### src/rtl/gated_cycle_counter_pkg.sv
// Shared defaults for the gated cycle counter.
// Counter width and control-pipeline depths.
package gated_cycle_counter_pkg;

  localparam int default_width_c = 32;
  localparam int default_sync_c  = 2;
  localparam int default_delay_c = 3;

endpackage

### src/rtl/gated_cycle_counter_if.sv
// Control/status bundle between the counter wrapper and its core.
// GATED_CYCLE_COUNTER_SNAPSHOT_EN adds the snapshot request and capture.
interface gated_cycle_counter_if
  import gated_cycle_counter_pkg::*;
#(
  parameter int width_p = default_width_c
) ();

  logic               start;
  logic               clear;
  logic [width_p-1:0] ctr;
  logic               running;
  logic               wrap;
`ifdef GATED_CYCLE_COUNTER_SNAPSHOT_EN
  logic               snapshot;
  logic [width_p-1:0] snap;

  modport master (
    output start, clear, snapshot,
    input  ctr, running, wrap, snap
  );

  modport slave (
    input  start, clear, snapshot,
    output ctr, running, wrap, snap
  );
`else
  modport master (
    output start, clear,
    input  ctr, running, wrap
  );

  modport slave (
    input  start, clear,
    output ctr, running, wrap
  );
`endif

endinterface

### src/rtl/gated_cycle_counter_core.sv
// Counter core: synchronizer, delay chain and gated modular counter.
// GATED_CYCLE_COUNTER_SNAPSHOT_EN adds the snapshot capture register.
module gated_cycle_counter_core
  import gated_cycle_counter_pkg::*;
#(
  parameter int width_p       = default_width_c,
  parameter int sync_stages_p = default_sync_c,
  parameter int delay_p       = default_delay_c
) (
  input logic             clk_i,
  input logic             reset_n_i,
  gated_cycle_counter_if.slave bus
);

  localparam logic [width_p-1:0] one_c = width_p'(1);

  logic               synced;
  logic               running;
  logic [width_p-1:0] ctr_r;
  logic               wrap_r;

  (* ASYNC_REG = "TRUE" *)
  gcc_flop_chain #(.depth(sync_stages_p)) u_sync (
    .clk_i     (clk_i),
    .reset_n_i (reset_n_i),
    .d_i       (bus.start),
    .q_o       (synced)
  );

  gcc_flop_chain #(.depth(delay_p)) u_delay (
    .clk_i     (clk_i),
    .reset_n_i (reset_n_i),
    .d_i       (synced),
    .q_o       (running)
  );

  // Stop and clear both zero the count and suppress the wrap pulse.
  always_ff @(posedge clk_i or negedge reset_n_i) begin
    if (!reset_n_i) begin
      ctr_r  <= '0;
      wrap_r <= 1'b0;
    end else if (!running || bus.clear) begin
      ctr_r  <= '0;
      wrap_r <= 1'b0;
    end else begin
      ctr_r  <= ctr_r + one_c;
      wrap_r <= &ctr_r;
    end
  end

  assign bus.ctr     = ctr_r;
  assign bus.running = running;
  assign bus.wrap    = wrap_r;

`ifdef GATED_CYCLE_COUNTER_SNAPSHOT_EN
  logic [width_p-1:0] snap_r;

  always_ff @(posedge clk_i or negedge reset_n_i) begin
    if (!reset_n_i) begin
      snap_r <= '0;
    end else if (bus.snapshot) begin
      snap_r <= ctr_r;
    end
  end

  assign bus.snap = snap_r;
`endif

endmodule

### src/rtl/gcc_flop_chain.sv
// Single-bit flop chain with async active-low reset to 0.
// A depth of 0 degenerates to a wire.
module gcc_flop_chain #(
  parameter int depth = 2
) (
  input  logic clk_i,
  input  logic reset_n_i,
  input  logic d_i,
  output logic q_o
);

  if (depth == 0) begin : g_wire
    assign q_o = d_i;
  end else begin : g_chain
    logic [depth-1:0] stage;

    always_ff @(posedge clk_i or negedge reset_n_i) begin
      if (!reset_n_i) begin
        stage <= '0;
      end else begin
        stage[0] <= d_i;
        for (int i = 1; i < depth; i++) begin
          stage[i] <= stage[i-1];
        end
      end
    end

    assign q_o = stage[depth-1];
  end

endmodule

### src/rtl/gated_cycle_counter.sv
// Cycle counter gated by a synchronized, delayed start level.
// Define GATED_CYCLE_COUNTER_SNAPSHOT_EN for snapshot_i / snap_r_o.
module gated_cycle_counter
  import gated_cycle_counter_pkg::*;
#(
  parameter int width_p       = default_width_c,
  parameter int sync_stages_p = default_sync_c,
  parameter int delay_p       = default_delay_c
) (
  input  logic               clk_i,
  input  logic               reset_n_i,
  input  logic               start_i,
  input  logic               clear_i,
  output logic [width_p-1:0] ctr_r_o,
  output logic               running_o,
  output logic               wrap_o
`ifdef GATED_CYCLE_COUNTER_SNAPSHOT_EN
  ,
  input  logic               snapshot_i,
  output logic [width_p-1:0] snap_r_o
`endif
);

  gated_cycle_counter_if #(.width_p(width_p)) bus ();

  assign bus.start = start_i;
  assign bus.clear = clear_i;
  assign ctr_r_o   = bus.ctr;
  assign running_o = bus.running;
  assign wrap_o    = bus.wrap;

`ifdef GATED_CYCLE_COUNTER_SNAPSHOT_EN
  assign bus.snapshot = snapshot_i;
  assign snap_r_o     = bus.snap;
`endif

  gated_cycle_counter_core #(
    .width_p       (width_p),
    .sync_stages_p (sync_stages_p),
    .delay_p       (delay_p)
  ) u_core (
    .clk_i     (clk_i),
    .reset_n_i (reset_n_i),
    .bus       (bus)
  );

endmodule

### config.mk
export PLATFORM = sky130hd
export DESIGN_NAME = gated_cycle_counter
export DESIGN_NICKNAME = d
export VERILOG_FILES = /design/src/rtl/gated_cycle_counter_pkg.sv /design/src/rtl/gated_cycle_counter_if.sv /design/src/rtl/gated_cycle_counter_core.sv /design/src/rtl/gcc_flop_chain.sv /design/src/rtl/gated_cycle_counter.sv
export SDC_FILE = /design/constraint.sdc
export NUM_CORES = 1
export LEC_CHECK = 0
export BUFFER_PORTS_ARGS = -buffer_cell sky130_fd_sc_hd__buf_4
export CAP_MARGIN = 40
export CORE_MARGIN = 2
export CORE_UTILIZATION = 35
export DETAILED_ROUTE_END_ITERATION = 6
export HOLD_SLACK_MARGIN = 0.08
export PLACE_DENSITY = 0.6
export SLEW_MARGIN = 20
export SYNTH_ARGS = -nofsm -noshare
export SYNTH_HDL_FRONTEND = slang
export SYNTH_SLANG_ARGS = --single-unit
export TNS_END_PERCENT = 5
### constraint.sdc
create_clock -name clk_i -period 2.1 [get_ports clk_i]
set_clock_uncertainty 0.15 [all_clocks]
set_input_delay 0.21 -clock clk_i [delete_from_list [all_inputs] [get_ports clk_i]]
set_output_delay 0.21 -clock clk_i [all_outputs]
set_load 0.1 [all_outputs]
# Yosys cells after proc, flatten, opt, wreduce, memory -nomap -nowiden
# Cells that the tools add are included.
[totals] register_bits=38 inputBits=4 output_inout_bits=34
[classes] addsub=1 mux=2 n_reduce_logical=3
[op_table] cell="$add 32x1->32 const B" n=1
[op_table] cell="$mux 32" n=1
[op_table] cell="$reduce_and 32->1" n=1
[op_table] cell="$logic_not 1->1" n=1
[op_table] cell="$logic_or 1x1->1" n=1
[op_table] cell="$mux 1" n=1

# Depth between registers and ports, before layout
[logic_depth] ltp_word=3 depth_mapped=6 depth_no_buf=5

# By module
# A second synthesis with hierarchy kept.
[unflattened] cells_unflattened=181 hier_area_um2=1824.2
[by_module_without_submodules] module="gated_cycle_counter_core" instances=1 cells_per_inst=176 area_each_um2=1699.1 seq_area_each_um2=825.8
[by_module_without_submodules] module="gcc_flop_chain at u_core.u_delay" instances=1 cells_per_inst=3 area_each_um2=75.1 seq_area_each_um2=75.1
[by_module_without_submodules] module="gcc_flop_chain at u_core.u_sync" instances=1 cells_per_inst=2 area_each_um2=50.0 seq_area_each_um2=50.0

# Worst setup path after synthesis
# OpenSTA, ideal clock, no wires.
[synth_path] path_type="register to register" start="reg u_core.ctr_r[0] (netlist: u_core.bus.ctr[0])" end="reg u_core.ctr_r[24] (netlist: u_core.bus.ctr[24])" setup_time_ns=0.078 arrival_time_ns=2.345 t_required_ns=1.872 path_slack_ns=-0.473 path_stages_with_launch=6 n_path_buf=0 period_less_slack_ns=2.573 path_cell_list="dfrtp_1 ha_1 nand4_4 or3_1 or3_1 a21oi_1"
[synth_between] elab_chain_cells=2
[synth_rtl] item="from (decl)" line="gated_cycle_counter_core.sv:19" text="logic [width_p-1:0] ctr_r;"
[synth_rtl] item="from (signal assigned)" line="gated_cycle_counter_core.sv:46" text="ctr_r <= ctr_r + one_c;"
[synth_rtl] item="$add 32x1->32" line="gated_cycle_counter_core.sv:46"
[synth_rtl] item="$mux 32" line="gated_cycle_counter_core.sv:42" text="end else if (!running || bus.clear) begin"
# No other way between the ends.

# Final worst setup path
[layout_path] start="reg u_core.ctr_r[0] (netlist: u_core.bus.ctr[0])" end="reg u_core.ctr_r[22] (netlist: u_core.bus.ctr[22])"
# The elaborated chain is that of the path after synthesis.

==> flow_summary.ini <==
[die]
core-area_mm2 = 0.00520
design.portCount = 38
fp.dieArea_mm2 = 0.00608
rows = 26
die_h_um = 78.0
effective_utilization_at_floorplan_pct = 36.8
die_wd_um = 78.0

[final_layout]
fin_nets = 242
fraction_of_layout_instances_using_a_drive_strength_above_1_pct = 36.6
post-route-cell-area_mm2 = 0.00247
antenna_cells_inserted = 0
mostFrequentLayoutCell = sky130_fd_sc_hd__buf_4
final_cell_mix = sky130_fd_sc_hd__buf_4 (45), sky130_fd_sc_hd__nand2_1 (24), sky130_fd_sc_hd__dfrtp_2 (23), sky130_fd_sc_hd__nor2_1 (18), sky130_fd_sc_hd__dfrtp_1 (13)
synthesis_to_finish_area_growth_pct = 29.0

[placement]
dp_hpwl_mm = 3.20
post_dp_cell_area_mm2 = 0.00236
place.port_buffers = 37
gp_congestion = 0.740

[synthesis]
synth_cell_types = 38
yosys.area.top_type_share_pct = 49.6
postSynthNetCount = 195
synth-seq-cells = 38
post_synthesis_sequential_area_ratio_pct = 49.6
post_synth.cell_area_avg_um2 = 10.1
syn_inst = 190
netlist_top_cells_area = sky130_fd_sc_hd__dfrtp_1 (50%), sky130_fd_sc_hd__nand2_1 (4.7%), sky130_fd_sc_hd__nor2_1 (3.5%), sky130_fd_sc_hd__xnor2_1 (3.2%), sky130_fd_sc_hd__or4_1 (3.1%)
yosys_warnings = 0
synthesis.area_mm2 = 0.00192
synth_largest_area_cell = sky130_fd_sc_hd__dfrtp_1

[clock_tree]
postCtsSetupBuffers = 0
cts_tree = built
cts.sink_count = 38
clock_latency_ns = 0.29
clock_tree.htree_level_count = 2
cts_root_buffer = sky130_fd_sc_hd__clkbuf_8
clock_buffers_created_by_tritoncts = 5
clk_pin_slew_ns = 0.08
clock_path_buffers = 2

[route]
route.detailed.drc = 0
drtAntennaViolNets = 0
drt-wirelength-per-cell_um = 14.7
routed_wl_mm = 4.52
detail_route.vias_per_cell = 5.28
first_iter_violations = 84
drt-pass1-iter-count = 6
route.vias.total = 1626

[setup_path]
critPathCaptureType = flip-flop
startpoint_type = flip-flop
r2r.worst_path.cells = 5
timing_worst_setup_path_type = flip-flop to flip-flop
r2r_end = u_core.bus.ctr[22]$_DFF_PN0_
cp.arrival_ns = 2.04
rrSetupSlack_ns = 0.13
crit-reg2reg-launch = u_core.bus.ctr[0]$_DFF_PN0_
worst-path-max-fanout = 5
timing.critical_path.required_ns = 2.17

[timing]
timing.max_slew.rel_slack_pct = 67.3
setup_total_negative_slack_ns = 0
clock.fmax_mhz = 508
report.final.setup_viol = 0
worst_pin_slew_ns = 0.491
finalCritPeriodShare_pct = 93.8
rsz0062_at_grt = no
slew_viol_final = 0
report.final.hold_viol_count = 0
final.min_clock_period_ns = 1.97

[power]
cellPowerDensity_mw_per_mm2 = 545
peakVddDrop_uv = 290
leakage_nw = 1.09

[flow_run]
max_cap_violations = 0

[worst_hold_path]
worst_hold_path.num_cells = 0
timing.hold.worst.class = flip-flop to flip-flop
hold_path_startpoint = u_core.u_sync.g_chain.stage[0]$_DFF_PN0_
hold_end = u_core.u_sync.g_chain.stage[1]$_DFF_PN0_

[global_route]
gr-usage-all-layers_pct = 16.0
grt_first_pass_wirelength_mm = 7.58
grt_pass1_vias = 1477
globalRouteOverflowTotal = 0
largest_net_degree_at_the_start_of_global_routing = 39
antenna_found_initial = 0

[run_status]
run_status = finished, final reports clean
## through the flow
stage / total power, W / hold slack (ns) / cells / setup slack (ns) / util [%]
floorplan: 0.000795 / -0.236 / 190 / -0.0383 / -
finish: 0.00135 / 0.204 / 308 / 0.131 / 47.5
detailed placement: 0.000830 / 0.0593 / 298 / 0.0968 / 45.3
CTS: 0.00137 / 0.209 / 308 / 0.0842 / 47.5
global placement: 0.000829 / 0.0623 / 298 / 0.184 / 45.3
global route: 0.00141 / 0.212 / 308 / 0.0480 / 47.5
## flip-flops by register name, summed over array words and instances (netlist names)
name,count
u_core.bus.wrap,1
u_core.u_delay.g_chain.stage,3
u_core.bus.ctr,32
u_core.u_sync.g_chain.stage,2
## timing repair
action,in CTS,in global routing
gates resized for setup,0,1
hold buffers,2,0
hold endpoints to repair,39,0
endpoints found under the setup margin,0,1
## cell families (layout without fill, tap and decap cells)
group | count (synthesis) | in the layout | share of synthesized area, %
AND/OR/NAND/NOR | 98 | 98 | 29.9
adder cells (fa/ha/maj) | 1 | 1 | 0.653
multiplexers | 3 | 3 | 1.57
XOR/XNOR | 11 | 11 | 5.03
buffers and inverters | 10 | 58 | 2.61
AO/OA/AOI/OAI | 29 | 29 | 10.6
flip-flops | 38 | 38 | 49.6
## area by class of cell
| class | count | area [um2] |
|---|---|---|
| fill | 503 | 2730 |
| sequential | 38 | 987 |
| multi-input combinational | 142 | 918 |
| timing repair buffer | 48 | 378 |
| tap | 70 | 87.6 |
| clock buffer | 6 | 82.6 |
| clock inverter | 2 | 12.5 |
| inverter | 2 | 7.51 |
## report_power, final
group / leakage [nW] / internal [W] / switching (W) / total [W]
logic: 0.570 / 0.0000175 / 0.0000560 / 0.0000735
registers: 0.477 / 0.000739 / 0.00000417 / 0.000743
clock network: 0.0472 / 0.000264 / 0.000267 / 0.000531
total: 1.09 / 0.00102 / 0.000327 / 0.00135
## worst max-delay path, cell delays in order, from the launching register on
cell,delay [ns]
sky130_fd_sc_hd__dfrtp_4,0.44
sky130_fd_sc_hd__ha_2,0.24
sky130_fd_sc_hd__and4_1,0.30
sky130_fd_sc_hd__nand3_2,0.10
sky130_fd_sc_hd__or4_1,0.51
sky130_fd_sc_hd__a21oi_1,0.15
## Yosys cell counts, drive strengths merged
cell and n:
nor2b 1, a21oi 7, nor2 18, o311ai 1, o211ai 3, xor2 4, nand3 9, dfrtp 38
nand2b 6, o31ai 5, o21ai 2, clkbuf 4, mux2i 3, and4 6, nor4 4, and2 2
a31oi 5, o41ai 1, nand4 7, xnor2 7, inv 2, and3 5, nor3 4, or3 4
ha 1, or4 8, a41o 5, nand2 24, buf 4
## layer usage
metal / part of all wire, % / global-route usage, % / vias up
li1: - / - / 794
met1: 48 / 23.1 / 794
met2: 46 / 23.4 / 33
met3: 4.3 / 4.30 / 5
met4: 1.2 / 4.74 / 0
met5: 0 / 0 / -
## how the worst max path moves through the flow
stage,start,end
global route,u_core.bus.ctr[0]$_DFF_PN0_,u_core.bus.ctr[22]$_DFF_PN0_
finish,u_core.bus.ctr[0]$_DFF_PN0_,u_core.bus.ctr[22]$_DFF_PN0_
detailed placement,u_core.bus.ctr[0]$_DFF_PN0_,u_core.bus.ctr[22]$_DFF_PN0_
global placement,u_core.bus.ctr[0]$_DFF_PN0_,u_core.bus.ctr[22]$_DFF_PN0_
floorplan,u_core.bus.ctr[1]$_DFF_PN0_,u_core.bus.ctr[24]$_DFF_PN0_
CTS,u_core.bus.ctr[0]$_DFF_PN0_,u_core.bus.ctr[22]$_DFF_PN0_
(Power assumes the default switching activity.)
